<file path="src/rtl/path_writer_pkg.sv">
// Shared constants and the controller state type for the path writer slice.
`ifndef PATH_WRITER_CONSTANTS
`define PATH_WRITER_CONSTANTS
`define NO_PREVIOUS_NODE '1
`define DEFAULT_MAX_NODES 16
`define DEFAULT_INDEX_WIDTH 5
`define DEFAULT_MADDR_WIDTH 12
`define DEFAULT_MDATA_WIDTH 16
`endif

package path_writer_pkg;

    typedef enum logic [2:0] {
        IDLE,
        WALK,
        WRITE_LEN,
        WRITE_NODE,
        ERR_LEN,
        DONE
    } PathWriterState;

endpackage

</file>
<file path="src/rtl/path_stack.sv">
// LIFO holding the nodes of the path while it is walked from destination to source.
module path_stack #(
    parameter int MAX_NODES   = `DEFAULT_MAX_NODES,
    parameter int INDEX_WIDTH = `DEFAULT_INDEX_WIDTH
) (
    input  logic                               clock,
    input  logic                               reset,
    input  logic                               push,
    input  logic                               pop,
    input  logic                               clear,
    input  logic [INDEX_WIDTH-1:0]             push_data,
    output logic [INDEX_WIDTH-1:0]             top,
    output logic [INDEX_WIDTH-1:0]             below,
    output logic                               empty,
    output logic [$clog2(MAX_NODES+1)-1:0]     count
);

    localparam int COUNT_WIDTH = $clog2(MAX_NODES + 1);
    localparam int PTR_WIDTH   = (MAX_NODES > 1) ? $clog2(MAX_NODES) : 1;
    localparam logic [COUNT_WIDTH-1:0] FULL = COUNT_WIDTH'(MAX_NODES);
    localparam logic [COUNT_WIDTH-1:0] ONE  = COUNT_WIDTH'(1);
    localparam logic [COUNT_WIDTH-1:0] TWO  = COUNT_WIDTH'(2);

    logic [INDEX_WIDTH-1:0] entries [MAX_NODES];

    always_ff @(posedge clock or negedge reset) begin
        if (!reset) begin
            count <= '0;
        end else if (clear) begin
            count <= '0;
        end else if (push && (count != FULL)) begin
            count <= count + ONE;
        end else if (pop && (count != '0)) begin
            count <= count - ONE;
        end
    end

    // Storage carries no reset; only the occupancy count defines valid entries.
    always_ff @(posedge clock) begin
        if (push && !clear && (count != FULL)) begin
            entries[PTR_WIDTH'(count)] <= push_data;
        end
    end

    assign empty = (count == '0);
    assign top   = (count >= ONE) ? entries[PTR_WIDTH'(count - ONE)] : '0;
    assign below = (count >= TWO) ? entries[PTR_WIDTH'(count - TWO)] : '0;

endmodule

</file>
<file path="src/rtl/path_writer.sv">
// Walks the Dijkstra predecessor vector from destination to source, then writes
// a length word followed by the path in source-to-destination order.
module path_writer
    import path_writer_pkg::*;
#(
    parameter int MAX_NODES   = `DEFAULT_MAX_NODES,
    parameter int INDEX_WIDTH = `DEFAULT_INDEX_WIDTH,
    parameter int MADDR_WIDTH = `DEFAULT_MADDR_WIDTH,
    parameter int MDATA_WIDTH = `DEFAULT_MDATA_WIDTH
) (
    input  logic                                  clock,
    input  logic                                  reset,
    input  logic                                  start,
    input  logic [INDEX_WIDTH-1:0]                source,
    input  logic [INDEX_WIDTH-1:0]                destination,
    input  logic [INDEX_WIDTH-1:0]                number_of_nodes,
    input  logic [MADDR_WIDTH-1:0]                base_address,
    input  logic [MAX_NODES-1:0][INDEX_WIDTH-1:0] prev_vector,
    output logic                                  mem_write_enable,
    input  logic                                  mem_write_ready,
    output logic [MADDR_WIDTH-1:0]                mem_addr,
    output logic [MDATA_WIDTH-1:0]                mem_write_data,
    output logic [INDEX_WIDTH:0]                  path_length,
    output logic                                  error,
    output logic                                  done
);

    localparam int COUNT_WIDTH = $clog2(MAX_NODES + 1);
    localparam logic [INDEX_WIDTH-1:0] NO_PREV  = `NO_PREVIOUS_NODE;
    localparam logic [INDEX_WIDTH:0]   CAPACITY = (INDEX_WIDTH + 1)'(MAX_NODES);
    localparam logic [INDEX_WIDTH:0]   HOP_ONE  = (INDEX_WIDTH + 1)'(1);
    localparam logic [MADDR_WIDTH-1:0] ADDR_ONE = MADDR_WIDTH'(1);
    localparam logic [COUNT_WIDTH-1:0] LAST     = COUNT_WIDTH'(1);

    PathWriterState         state;
    logic [INDEX_WIDTH-1:0] src_q;
    logic [INDEX_WIDTH-1:0] nodes_q;
    logic [MADDR_WIDTH-1:0] base_q;
    logic [INDEX_WIDTH-1:0] cursor;
    logic [INDEX_WIDTH:0]   hop_count;
    logic [INDEX_WIDTH:0]   hop_next;
    logic [INDEX_WIDTH-1:0] pred;
    logic                   accept;
    logic                   bad_request;

    logic                   stack_push;
    logic                   stack_pop;
    logic                   stack_clear;
    logic [INDEX_WIDTH-1:0] stack_top;
    logic [INDEX_WIDTH-1:0] stack_below;
    logic                   stack_empty;
    logic [COUNT_WIDTH-1:0] stack_count;

    function automatic logic [INDEX_WIDTH-1:0] pred_of(input logic [INDEX_WIDTH-1:0] node);
        pred_of = NO_PREV;
        for (int i = 0; i < MAX_NODES; i++) begin
            if (node == INDEX_WIDTH'(i)) begin
                pred_of = prev_vector[i];
            end
        end
    endfunction

    function automatic logic [MDATA_WIDTH-1:0] widen(input logic [INDEX_WIDTH:0] value);
        return MDATA_WIDTH'(value);
    endfunction

    // A predecessor that points outside the active node set is treated as "none".
    assign pred        = (cursor < nodes_q) ? pred_of(cursor) : NO_PREV;
    assign hop_next    = hop_count + HOP_ONE;
    assign accept      = mem_write_enable && mem_write_ready;
    assign bad_request = (source >= number_of_nodes) || (destination >= number_of_nodes) ||
                         ({1'b0, number_of_nodes} > CAPACITY);

    always_comb begin
        stack_push  = (state == WALK);
        stack_pop   = (state == WRITE_NODE) && accept && !stack_empty;
        stack_clear = 1'b0;
        if (((state == IDLE) || (state == DONE)) && start) begin
            stack_clear = 1'b1;
        end
        if ((state == ERR_LEN) && accept) begin
            stack_clear = 1'b1;
        end
    end

    path_stack #(
        .MAX_NODES   (MAX_NODES),
        .INDEX_WIDTH (INDEX_WIDTH)
    ) u_stack (
        .clock     (clock),
        .reset     (reset),
        .push      (stack_push),
        .pop       (stack_pop),
        .clear     (stack_clear),
        .push_data (cursor),
        .top       (stack_top),
        .below     (stack_below),
        .empty     (stack_empty),
        .count     (stack_count)
    );

    always_ff @(posedge clock or negedge reset) begin
        if (!reset) begin
            state            <= IDLE;
            src_q            <= '0;
            nodes_q          <= '0;
            base_q           <= '0;
            cursor           <= '0;
            hop_count        <= '0;
            mem_write_enable <= 1'b0;
            mem_addr         <= '0;
            mem_write_data   <= '0;
            path_length      <= '0;
            error            <= 1'b0;
            done             <= 1'b0;
        end else begin
            case (state)
                IDLE, DONE: begin
                    if (start) begin
                        src_q       <= source;
                        nodes_q     <= number_of_nodes;
                        base_q      <= base_address;
                        cursor      <= destination;
                        hop_count   <= '0;
                        path_length <= '0;
                        error       <= 1'b0;
                        done        <= 1'b0;
                        if (bad_request) begin
                            state            <= ERR_LEN;
                            mem_write_enable <= 1'b1;
                            mem_addr         <= base_address;
                            mem_write_data   <= '0;
                        end else begin
                            state <= WALK;
                        end
                    end
                end

                WALK: begin
                    hop_count <= hop_next;
                    if (cursor == src_q) begin
                        state            <= WRITE_LEN;
                        mem_write_enable <= 1'b1;
                        mem_addr         <= base_q;
                        mem_write_data   <= widen(hop_next);
                    end else if ((pred == NO_PREV) || (hop_next == {1'b0, nodes_q})) begin
                        state            <= ERR_LEN;
                        mem_write_enable <= 1'b1;
                        mem_addr         <= base_q;
                        mem_write_data   <= '0;
                    end else begin
                        cursor <= pred;
                    end
                end

                // The stack top is the source, so the first node word needs no pop yet.
                WRITE_LEN: begin
                    if (accept) begin
                        path_length    <= hop_count;
                        state          <= WRITE_NODE;
                        mem_addr       <= mem_addr + ADDR_ONE;
                        mem_write_data <= widen({1'b0, stack_top});
                    end
                end

                // The entry below the top becomes the next word, allowing back-to-back writes.
                WRITE_NODE: begin
                    if (accept) begin
                        if (stack_count == LAST) begin
                            state            <= DONE;
                            mem_write_enable <= 1'b0;
                            done             <= 1'b1;
                        end else begin
                            mem_addr       <= mem_addr + ADDR_ONE;
                            mem_write_data <= widen({1'b0, stack_below});
                        end
                    end
                end

                ERR_LEN: begin
                    if (accept) begin
                        state            <= DONE;
                        mem_write_enable <= 1'b0;
                        error            <= 1'b1;
                        path_length      <= '0;
                        done             <= 1'b1;
                    end
                end

                default: begin
                    state            <= IDLE;
                    mem_write_enable <= 1'b0;
                end
            endcase
        end
    end

endmodule

</file>
<file path="config.mk">
export PLATFORM = sky130hd
export DESIGN_NAME = path_writer
export DESIGN_NICKNAME = d
export VERILOG_FILES = /design/src/rtl/path_writer_pkg.sv /design/src/rtl/path_stack.sv /design/src/rtl/path_writer.sv
export SDC_FILE = /design/constraint.sdc
export NUM_CORES = 1
export LEC_CHECK = 0
export CORE_MARGIN = 5
export CORE_UTILIZATION = 30
export CTS_BUF_LIST = sky130_fd_sc_hd__clkbuf_4 sky130_fd_sc_hd__clkbuf_8 sky130_fd_sc_hd__clkbuf_16
export CTS_CLUSTER_SIZE = 16
export DETAILED_ROUTE_END_ITERATION = 8
export MAX_ROUTING_LAYER = met4
export PLACE_DENSITY = 0.59
export SYNTH_ARGS = -nofsm -noshare
export SYNTH_HDL_FRONTEND = slang
export SYNTH_SLANG_ARGS = --single-unit
</file>
<file path="constraint.sdc">
create_clock -name clock -period 6.3 [get_ports clock]
set_input_delay 1.575 -clock clock [delete_from_list [all_inputs] [get_ports clock]]
set_output_delay 1.575 -clock clock [all_outputs]
set_load 0.005 [all_outputs]
</file>
# ---- Yosys cells after proc, flatten, opt, wreduce, memory -nomap -nowiden
# Memory sizes are Yosys's and may differ from the RTL's.
# Index checks and enable logic that the tools add are counted.
dict set report word_totals {
  regBits 78
  latch_bits 0
  ramBits 80
  mem_bits_ro 0
  inputBits 111
  output_inout_bits 37
  word_cells 170
  mem_count 1
}
# name words width rd rd_clocked_by_memory_dff wr line
set memory_table {}
lappend memory_table {u_stack.entries 16 5 2 0 1 path_stack.sv:24} ;# logic [INDEX_WIDTH-1:0] entries [MAX_NODES];
dict set report op_classes {
  addsub 5
  n_mul 0
  div_mod_pow 0
  order_cmp 6
  eq_ne 35
  n_shift 0
  muxes 74
  bitwise_logic 1
  n_reduce_logical 35
}
# cell count
set op_table {}
lappend op_table {{$mux W5} 25}
lappend op_table {{$mux W16} 7}
lappend op_table {{$mux W12} 7}
lappend op_table {{$pmux W16 S4} 1}
lappend op_table {{$pmux W12 S4} 1}
lappend op_table {{$eq A5 B4 Y1 const B} 8}
lappend op_table {{$mux W3} 8}
lappend op_table {{$eq A5 B3 Y1 const B} 4}
lappend op_table {{$mux W6} 3}
lappend op_table {{$pmux W6 S3} 1}
lappend op_table {{$ne A2 B2 Y1 const B} 8}
lappend op_table {{$mux W1} 15}
lappend op_table {{$pmux W3 S5} 1}
lappend op_table {{$reduce_and A7 Y1} 2}
lappend op_table {{$add A12 B1 Y12 const B} 1}
lappend op_table {{$pmux W6 S2} 1}
lappend op_table {{$eq A5 B1 Y1 const B} 2}
lappend op_table {{$eq A5 B2 Y1 const B} 2}
lappend op_table {{$ge A5 B5 Y1} 2}
lappend op_table {{$logic_not A5 Y1} 2}
lappend op_table {{$pmux W5 S2} 1}
lappend op_table {{$logic_and A1 B1 Y1} 9}
lappend op_table {{$reduce_bool A3 Y1} 3}
lappend op_table {{$reduce_and A4 Y1} 2}
lappend op_table {{32 further kinds} 40}

# ---- Depth between registers and ports, before layout
# Gate-level depths: netlist of the first run.
dict set report depth {
  word_depth 23
  mapped_depth 14
}

# ---- Modules after synthesis
# Synthesis of the first run repeated with hierarchy kept, for this count alone.
dict set report unflattened {
  hier_cells 914
  hier_area_um2 9360.2
}
# module instances cells_per_inst area_per_inst_um2
set by_module_without_submodules {}
lappend by_module_without_submodules {path_writer 1 561 4947.2}
lappend by_module_without_submodules {path_stack 1 353 4413.0}

# ---- Worst setup path after synthesis of the first run
# No wires, ideal clock.
dict set report synth_path {
  path_type {register to register}
  start {reg u_stack.count[0]}
  end {reg mem_write_data[2]}
  setup_time_ps 125
  arrival_time_ps 4243
  slack_ps 1932
  path_stages_with_launch 15
  synth_period_minus_slack_ps 4368
  path_cell_list {dfrtp_1 > buf_2 > buf_1 > clkbuf_1 > buf_2 > inv_1 > ha_1 > buf_1 > buf_2 > mux4_2 > a211oi_1 > a21oi_1 > a22oi_1 > o21ai_0 > mux2_2}
}
dict set report synth_via {
  elab_chain_len 6
}
# item line
set synth_rtl {}
lappend synth_rtl {{from (decl)} path_stack.sv:15} ;# output logic [$clog2(MAX_NODES+1)-1:0] count
lappend synth_rtl {{from (signal assigned)} path_stack.sv:32} ;# count <= count + ONE;
lappend synth_rtl {{from (signal assigned)} path_stack.sv:34} ;# count <= count - ONE;
lappend synth_rtl {{$sub A4 B2 Y4} path_stack.sv:47} ;# assign below = (count >= TWO) ? entries[PTR_WIDTH'(count - TWO)] : '0;
lappend synth_rtl {{$mem_v2 Z16 W5} -}
lappend synth_rtl {{$mux W5} path_stack.sv:47}
lappend synth_rtl {{$mux W16} path_writer.sv:169} ;# if (stack_count == LAST) begin
lappend synth_rtl {{$mux W16} path_writer.sv:168} ;# if (accept) begin
lappend synth_rtl {{$pmux W16 S4} path_writer.sv:117} ;# case (state)
lappend synth_rtl {{to (signal assigned)} path_writer.sv:145} ;# mem_write_data <= widen(hop_next);
lappend synth_rtl {{to (signal assigned)} path_writer.sv:162} ;# mem_write_data <= widen({1'b0, stack_top});
lappend synth_rtl {{to (signal assigned)} path_writer.sv:175} ;# mem_write_data <= widen({1'b0, stack_below});
lappend synth_rtl {{to (decl)} path_writer.sv:22} ;# output logic [MDATA_WIDTH-1:0] mem_write_data,
# Several ways; a longest one is shown, not always the timed one. The select of a mux whose other input is x is not followed.
# A chain may end at the register's enable or synchronous reset.

# ---- Worst setup path after layout of the first run
dict set report layout_path {
  start {in source[0]}
  end {reg mem_write_data[0]}
}
dict set report layout_via {
  elab_chain_len 5
}
# item line
set layout_rtl {}
lappend layout_rtl {{from (decl)} path_writer.sv:14} ;# input logic [INDEX_WIDTH-1:0] source,
lappend layout_rtl {{$ge A5 B5 Y1} path_writer.sv:71} ;# assign bad_request = (source >= number_of_nodes) || (destination >= number_of_nodes) ||
lappend layout_rtl {{$logic_or A1 B1 Y1 (2 in series)} path_writer.sv:71}
lappend layout_rtl {{$ne A2 B2 Y1 (no line)} -}
lappend layout_rtl {{$reduce_and A7 Y1 (no line)} -}
# Every way passes these cells.

==> flow_summary.yaml, run 1 <==
grt:
  grt_first_pass_wirelength_mm: 41.1
  antenna_found_initial: 1
  overflow: 0
  grt_usage: 0.158
  grt_max_degree: 69
  grt_pass1_vias: 7200
timing:
  whs_ps: 510
  skew_ps: 8.41
  hold_viol: 0
  worst_pin_slew_ps: 1110
  period_needed_ps: 5040
  rsz0062_at_grt: "false"
  setup_violations: 0
  final_max_slew_viol_count: 0
  max-slew-margin-rel: 0.250
  timing.final.crit_share: 0.801
  fmax_ghz: 0.198
  fin_setup_tns_ps: 0
synth:
  yosys.area.top_type: "edfxtp_1"
  synth-async-reset-ratio: 0.459
  synth.top_cell.area_share: 0.263
  synth_common_cells: "80 x edfxtp_1, 68 x dfrtp_1, 61 x o21ai_0, 53 x nand2_1, 47 x mux4_2"
  netlist_instances: 820
  synth_cell_types: 70
  synth_warnings: 0
  ys_top_cells_by_area: "edfxtp_1 26%, dfrtp_1 19%, mux4_2 12%"
  ys_ff_latch: 148
  synth_area_um2: 9130
  yosysSeqAreaShare: 0.449
  avgSynthCellArea_um2: 11.1
  synth-edff-count: 80
  ys.flop_type: "edfxtp_1"
  yosysMostFrequentCell: "edfxtp_1"
route:
  wl_per_cell_um: 19.5
  drc: 0
  wirelength_mm: 26.1
  firstDrtPassIters: 5
  dr.first_iter.drc_count: 503
  vias_per_cell: 5.39
  dr_total_vias: 7236
  drtAntennaViolNets: 0
floorplan:
  die_h_um: 184
  die-area_um2: 34000
  num_rows: 63
  placeableCoreArea_um2: 29900
  start_util: 0.306
  die_w_um: 184
  io_pins: 148
clocking:
  clkTransAtPathRegs_ps: 60
  clkSinkCount: 148
  cts-root-buf: "clkbuf_16"
  htree_levels: 4
  tritoncts: "yes"
  cts.path.max_buffers: 2
  cts_made_buffers: 17
  cts.repair.resized: 0
  clk_latency_ps: 430
  cts_setup_buffers: 0
  ctsHoldBuffers: 0
layout:
  fin_area_um2: 11400
  fin_nets: 1073
  drive_gt1_frac: 0.149
  syn2layout_area_growth_pct: 25.1
  fill_cells: 2889
  stdcell_count: 1343
place:
  port_buffers: 137
  dpl.hpwl_mm: 19.4
  dpl.cell_count: 1310
  gp_congestion: 0.865
  dpl_cell_area_um2: 10800
power:
  irDropWorstVdd_uv: 186
  power_density_nw_per_um2: 194
  finalPower_mw: 2.21
  power_leakage_nw: 4.40
critical_path:
  cp.buffers_inverters: 3
  cp_max_fo: 12
  cpPeakStageDelay_ps: 780
  slowest_stage: "a2111oi_0"
  crit_arrival_ps: 5350
  r2r_start: "cursor[1]"
  cp-start-kind: "input pin"
  cp_top_family: "compound AO/OA/AOI/OAI gates"
  cp.required_ps: 6610
  critPathKind: "input pin to flip-flop"
  cp_cell_sequence: "clkdlybuf4s50_1 -> inv_1 -> ha_1 -> nor3b_1 -> o21ai_0 -> a2111oi_0 -> a32o_1 -> nand2b_1 -> nor4_1 -> nor2_2 -> buf_4 -> mux2_2"
  r2r_slack_ps: 2250
  cp-end-kind: "flip-flop"
  startpoint: "source[0]"
hold_path:
  min_from: "base_q[11]"
  hold_path.class: "flip-flop to flip-flop"
flow_run:
  drv_cap: 0
run_status:
  status: "complete, no violations"
==> routing by layer <==
metal	wire length, µm	GRT usage
met1	12100	0.219
met2	12000	0.241
met3	1730	0.0336
met4	303	0.0361
met5	0	-
==> final cells by class <==
class	count	area, µm²	share of cell area
Antenna cell	1	2.50	0.000219
Clock buffer	19	440	0.0386
Clock inverter	13	149	0.0130
Inverter	38	143	0.0125
Multi-Input combinational cell	582	4610	0.404
Sequential cell	148	4110	0.360
Tap cell	390	488	0.0427
Timing Repair Buffer	152	1480	0.130
==> layout by cell type (no fill, tap or decap), types with 7 or more instances in the layout <==
cell type | Yosys | final
clkdlybuf4s50_1 | 0 | 136
edfxtp_1 | 80 | 80
dfrtp_1 | 68 | 66
o21ai_0 | 61 | 61
nand2_1 | 53 | 53
mux4_2 | 47 | 47
nor2_1 | 46 | 46
inv_1 | 34 | 34
a21oi_1 | 33 | 33
mux2_2 | 31 | 31
nand3_1 | 27 | 27
ha_1 | 23 | 23
nand2b_1 | 19 | 19
nor2b_1 | 19 | 19
nor3_1 | 18 | 17
clkbuf_16 | 0 | 17
a211oi_1 | 16 | 16
mux2i_1 | 16 | 16
buf_4 | 15 | 16
o22ai_1 | 14 | 14
a31oi_1 | 12 | 12
xnor2_1 | 12 | 11
conb_1 | 1 | 10
a22oi_1 | 9 | 9
and3_1 | 7 | 7
xor2_1 | 7 | 7
==> per-stage QoR <==
stage | setup WS, ps | utilization
floorplan | 1930 | -
global route | 981 | 0.382
global placement | 1020 | 0.362
finish | 1260 | 0.382
detailed placement | 845 | 0.362
CTS | 1280 | 0.382
==> power breakdown <==
group	leakage, nW	total (mW)	internal [mW]	switching [mW]
sequential	1.69	1.03	1.02	0.00926
combinational	2.42	0.167	0.0999	0.0673
clock	0.289	1.02	0.599	0.420
total	4.40	2.21	1.72	0.496
==> registers in the layout (all words and copies together) (netlist names) <==
name	count
u_stack.entries	80
base_q	12
mem_addr	12
hop_count	6
mem_write_data	6
path_length	6
cursor	5
nodes_q	5
src_q	5
u_stack.count	5
state	3
done	1
error	1
mem_write_enable	1
==> path summary, 6_finish.rpt <==
check / end / cells past startpoint
min in group asynchronous: base_q[4] / 1
worst max register to register: mem_write_data[4] / 9
worst min-delay path: base_q[11] / 1
max in group asynchronous: cursor[1] / 1
worst min register to register: base_q[11] / 1
worst max-delay path: mem_write_data[0] / 12
==> logic make-up (layout without fill, tap and decap cells) <==
family / after synthesis / in the layout / synth area share
fa+ha+maj: 23 / 23 / 0.0315
other cells: 1 / 11 / 0.000411
simple gates: 221 / 221 / 0.121
xor+xnor: 19 / 19 / 0.0182
buf+inv: 99 / 222 / 0.0515
compound gates: 213 / 213 / 0.153
mux: 96 / 96 / 0.175
flops: 148 / 148 / 0.449
No activity file was read; power rests on OpenSTA's default activity.
==> inputs of run 2 (changes only) <==
--- a/config.mk
+++ b/config.mk
@@ -11,7 +11,7 @@
 export CTS_CLUSTER_SIZE = 16
 export DETAILED_ROUTE_END_ITERATION = 8
 export MAX_ROUTING_LAYER = met4
-export PLACE_DENSITY = 0.59
+export PLACE_DENSITY = 0.61
 export SYNTH_ARGS = -nofsm -noshare
 export SYNTH_HDL_FRONTEND = slang
 export SYNTH_SLANG_ARGS = --single-unit
==> constraint.sdc (replaced) <==
create_clock -name clock -period 4.2 [get_ports clock]
set_input_delay 1.05 -clock clock [delete_from_list [all_inputs] [get_ports clock]]
set_output_delay 1.05 -clock clock [all_outputs]
set_load 0.005 [all_outputs]
==> run 2 against run 1 <==
Compared with the run above:
- non-clock buffer count grew 22
- first-iteration DRC count grew 13%
- clock-buffer cell count grew 7
- clock skew grew 1.9 ps
- die area is the same
- critical endpoint unchanged
- highest routed layer unchanged
==> flow_summary.yaml, run 2 (synthesized netlist as in run 1, its figures left out) <==
run_status:
  status: "complete, no violations"
clocking:
  clk_latency_ps: 420
  cts.repair.resized: 0
  cts_made_buffers: 17
  ctsHoldBuffers: 0
  cts_setup_buffers: 0
  htree_levels: 4
  cts.path.max_buffers: 2
  cts-root-buf: "clkbuf_16"
  tritoncts: "yes"
  clkSinkCount: 148
  clkTransAtPathRegs_ps: 60
critical_path:
  cp.required_ps: 4500
  cp.buffers_inverters: 4
  cp_max_fo: 11
  crit_arrival_ps: 4010
  critPathKind: "input pin to flip-flop"
  cp-start-kind: "input pin"
  slowest_stage: "clkdlybuf4s50_1"
  cp_top_family: "buffers and inverters"
  cp-end-kind: "flip-flop"
  cpPeakStageDelay_ps: 580
  cpMostUsedCell: "buf_4"
  r2r_slack_ps: 500
  cp_cell_sequence: "clkdlybuf4s50_1 -> ha_1 -> nor3b_1 -> o21ai_0 -> a2111oi_0 -> buf_4 -> a32o_1 -> buf_4 -> nor2_1 -> nor2_2 -> buf_4 -> mux2_2"
power:
  internal_power_mw: 2.77
  clock_power_share: 0.482
  p_sw_frac: 0.202
  p_sw_mw: 0.701
  irDropWorstVdd_uv: 280
  combPwrFrac: 0.076
  power_leakage_nw: 4.54
  power_density_nw_per_um2: 298
  seqPwrFrac: 0.443
layout:
  regMostFlops: "u_stack.entries"
  syn2layout_area_growth_pct: 27.7
  fin_area_um2: 11700
  fill_cells: 2847
  stdcell_count: 1364
  final_cell_mix: "136 x clkdlybuf4s50_1, 80 x edfxtp_1, 66 x dfrtp_1"
  final_common_cell: "clkdlybuf4s50_1"
  largest_register_ffs: 80
  largestRegisters: "u_stack.entries: 80 flops, base_q: 12 flops, mem_addr: 12 flops"
  n_antenna_cell: 0
  drive_gt1_frac: 0.168
  fin_nets: 1095
route:
  wl_per_cell_um: 19.7
  dr_total_vias: 7325
  wl_met3_mm: 1.84
  drc: 0
  highest_layer: "met4"
  drtAntennaViolNets: 0
  route.met2.wl_mm: 12.4
  vias_per_cell: 5.37
  wirelength_mm: 26.8
  drt-met1-wl_mm: 12.1
  dr.first_iter.drc_count: 570
  firstDrtPassIters: 5
place:
  dpl.cell_count: 1331
  dpl.hpwl_mm: 20.4
  gp_congestion: 0.889
  port_buffers: 137
  dpl_cell_area_um2: 11000
timing:
  rsz0062_at_grt: "false"
  final_max_slew_viol_count: 0
  setup_violations: 0
  timing.final.crit_share: 0.883
  fin_setup_tns_ps: 0
  skew_ps: 10.3
  hold_viol: 0
  max-slew-margin-rel: 0.273
  period_needed_ps: 3710
  fmax_ghz: 0.270
  worst_pin_slew_ps: 1090
grt:
  grt_first_pass_wirelength_mm: 41.6
  grt_usage: 0.160
  overflow: 0
  grt_max_degree: 40
  antenna_found_initial: 0
  grt_pass1_vias: 7289
floorplan:
  die_w_um: 184
  io_pins: 148
  die_h_um: 184
  start_util: 0.306
  num_rows: 63
  die-area_um2: 34000
  placeableCoreArea_um2: 29900
flow_run:
  drv_cap: 0
hold_path:
  hold_path.class: "flip-flop to flip-flop"
-- run 2: final timing paths --
kind | startpoint | endpoint | depth (start not counted)
max | number_of_nodes[0] | mem_write_data[0] | 12
min reg2reg | base_q[4] | base_q[4] | 1
max in group asynchronous | reset | cursor[1] | 2
min | base_q[4] | base_q[4] | 1
min in group asynchronous | reset | mem_addr[7] | 1
max reg2reg | cursor[0] | cursor[4] | 8
-- run 2: layer usage --
metal / vias to the layer above / GRT usage
met2: 322 / 0.240
met3: 31 / 0.0324
met5: - / -
li1: 3392 / -
met4: 0 / 0.0491
met1: 3580 / 0.220
-- run 2: through the flow --
| stage | total power [mW] | util | setup slack [ps] | hold slack, ps |
|---|---|---|---|---|
| 3_5_place_dp | 1.83 | 0.368 | 102 | 497 |
| 4_1_cts | 3.50 | 0.390 | 521 | 511 |
| 6_report | 3.47 | 0.390 | 493 | 509 |
| 3_3_place_gp | 1.83 | 0.368 | 160 | 491 |
| 5_1_grt | 3.59 | 0.390 | 323 | 517 |
| 2_1_floorplan | 1.67 | - | 102 | 479 |
-- run 2: power by group through the flow --
stage	Clock [mW]	Sequential [mW]	Combinational [mW]
2_1_floorplan	0	1.56	0.103
3_3_place_gp	0	1.57	0.261
3_5_place_dp	0	1.57	0.263
4_1_cts	1.70	1.54	0.264
5_1_grt	1.76	1.54	0.284
6_report	1.67	1.54	0.262
-- run 2: area by class of cell --
cell class                 count  area [µm²]  share of cell area
clock buffer                  26         553              0.0474
clock inverter                 6         111             0.00955
inverter                      38         143              0.0122
multi-input combinational    582        4600               0.395
sequential                   148        4110               0.352
tap                          390         488              0.0419
timing repair buffer         174        1650               0.142
==> inputs of run 3 (changes only) <==
--- a/config.mk
+++ b/config.mk
@@ -11,7 +11,8 @@
 export CTS_CLUSTER_SIZE = 16
 export DETAILED_ROUTE_END_ITERATION = 8
 export MAX_ROUTING_LAYER = met4
-export PLACE_DENSITY = 0.61
+export PLACE_DENSITY = 0.59
+export SLEW_MARGIN = 10
 export SYNTH_ARGS = -nofsm -noshare
 export SYNTH_HDL_FRONTEND = slang
 export SYNTH_SLANG_ARGS = --single-unit
==> constraint.sdc (replaced) <==
create_clock -name clock -period 4.7 [get_ports clock]
set_input_delay 1.175 -clock clock [delete_from_list [all_inputs] [get_ports clock]]
set_output_delay 1.175 -clock clock [all_outputs]
set_load 0.005 [all_outputs]
==> run 3 against run 2 <==
Compared with the run above:
- critical path depth increased by 1
- clock power fell by 17%
- register-to-register slack better by 350 ps
- clock skew fell by 3.1 ps
- highest routed layer unchanged
==> flow_summary.yaml, run 3 (synthesized netlist as in run 1, its figures left out) <==
grt:
  grt_usage: 0.158
  overflow: 0
  grt_max_degree: 69
  grt_pass1_vias: 7126
  grt_first_pass_wirelength_mm: 40.9
  antenna_found_initial: 0
critical_path:
  cp_max_fo: 12
  r2r_slack_ps: 850
  cp_cell_sequence: "clkdlybuf4s50_1 -> inv_1 -> ha_1 -> o21ai_0 -> o21ai_0 -> a2111oi_0 -> buf_4 -> a32o_1 -> buf_4 -> nor2_1 -> nor2_2 -> buf_12 -> mux2_2"
  cp.buffers_inverters: 5
  cp-start-kind: "input pin"
  critPathKind: "input pin to flip-flop"
  crit_arrival_ps: 4260
  ff2ff_path_depth: 9
  r2r-end: "cursor[4]"
  cpPeakStageDelay_ps: 540
  r2r_start: "cursor[0]"
  cp-end-kind: "flip-flop"
  slowest_stage: "clkdlybuf4s50_1"
  cp_top_family: "buffers and inverters"
  cp.required_ps: 5010
clocking:
  ctsHoldBuffers: 0
  cts-root-buf: "clkbuf_16"
  tritoncts: "yes"
  clk_latency_ps: 430
  htree_levels: 4
  cts_setup_buffers: 0
  cts.repair.resized: 0
  clkTransAtPathRegs_ps: 60
  cts_made_buffers: 17
  clkSinkCount: 148
  cts.path.max_buffers: 2
place:
  gp_congestion: 0.826
  port_buffers: 137
  dpl.hpwl_mm: 19.5
route:
  dr_total_vias: 7201
  drtAntennaViolNets: 0
  vias_per_cell: 5.34
  drc: 0
  wirelength_mm: 26.2
  wl_per_cell_um: 19.4
  dr.first_iter.drc_count: 544
  firstDrtPassIters: 5
flow_run:
  drv_cap: 0
power:
  irDropWorstVdd_uv: 252
  p_sw_frac: 0.211
  clock_power_share: 0.464
  power_leakage_nw: 4.43
  power_density_nw_per_um2: 261
  seqPwrFrac: 0.458
  p_sw_mw: 0.633
  finalPower_mw: 3.00
  combPwrFrac: 0.077
  internal_power_mw: 2.36
layout:
  syn2layout_area_growth_pct: 25.8
  largest_register_ffs: 80
  final_common_cell: "clkdlybuf4s50_1"
  final_cell_mix: "136 x clkdlybuf4s50_1, 80 x edfxtp_1, 66 x dfrtp_1"
  drive_gt1_frac: 0.156
  largestRegisters: "u_stack.entries: 80 flops, base_q: 12 flops, mem_addr: 12 flops"
  finish.utilization: 0.385
  n_antenna_cell: 0
  fin_nets: 1079
  regMostFlops: "u_stack.entries"
hold_path:
  min_to: "base_q[9]"
  hold_path.class: "flip-flop to flip-flop"
  min_from: "base_q[9]"
  min_path_cells: 1
timing:
  hold_viol: 0
  setup_violations: 0
  rsz0062_at_grt: "false"
  period_needed_ps: 3950
  max-slew-margin-rel: 0.199
  final_max_slew_viol_count: 0
  worst_pin_slew_ps: 1180
  timing.final.crit_share: 0.840
  fmax_ghz: 0.253
  fin_setup_tns_ps: 0
  skew_ps: 7.19
floorplan:
  die_h_um: 184
  num_rows: 63
  io_pins: 148
  die-area_um2: 34000
  placeableCoreArea_um2: 29900
  die_w_um: 184
  start_util: 0.306
run_status:
  status: "complete, no violations"
run 3: worst register-to-register path: stages (launching register included):
cell and delay [ps]:
dfrtp_1 840, buf_4 360, nand2b_1 140, a211oi_1 80
o21ai_0 620, or2_2 250, o22ai_1 140, or4_4 700
a21o_1 300, mux2_4 320
run 3: layer usage:
layer,GRT usage,share of wire,vias to the layer above
met5,-,0,-
met4,0.0432,0.015,0
met3,0.0308,0.055,26
met2,0.236,0.46,252
met1,0.221,0.47,3547
li1,-,-,3376
run 3: final cells by class:
cell class	count	area, µm²
clock buffers	25	509
flip-flops and latches	148	4110
multi-input cells	582	4610
well taps	390	488
clock inverters	7	96.3
fillers	2849	18400
repair buffers	158	1540
inverters	38	143
run 3: through the flow:
stage          instances  area [µm²]  setup WS, ps  hold slack (ps)
2_1_floorplan        829        9170           332              479
3_5_place_dp        1316       10900           337              498
5_1_grt             1348       11500           660              523
4_1_cts             1348       11500           764              511
6_report            1348       11500           752              507
3_3_place_gp        1316       10900           469              491
run 3: power groups by stage:
stage	clock, mW	sequential, mW	combinational [mW]
floorplan	0	1.40	0.0923
finish	1.39	1.37	0.231
global route	1.46	1.37	0.253
CTS	1.41	1.37	0.234
global placement	0	1.40	0.231
detailed placement	0	1.40	0.232
run 3: worst max path at each step:
stage | from | to | slack, ps | depth (start not counted)
after global routing | cursor[0] | mem_addr[6] | 660 | 10
after floorplan | u_stack.count[0] | mem_write_data[2] | 330 | 14
after detailed placement | number_of_nodes[1] | mem_write_data[2] | 340 | 13
after CTS | number_of_nodes[1] | mem_write_data[2] | 760 | 13
after global placement | source[0] | mem_write_data[3] | 470 | 13
final | number_of_nodes[1] | mem_write_data[2] | 750 | 13
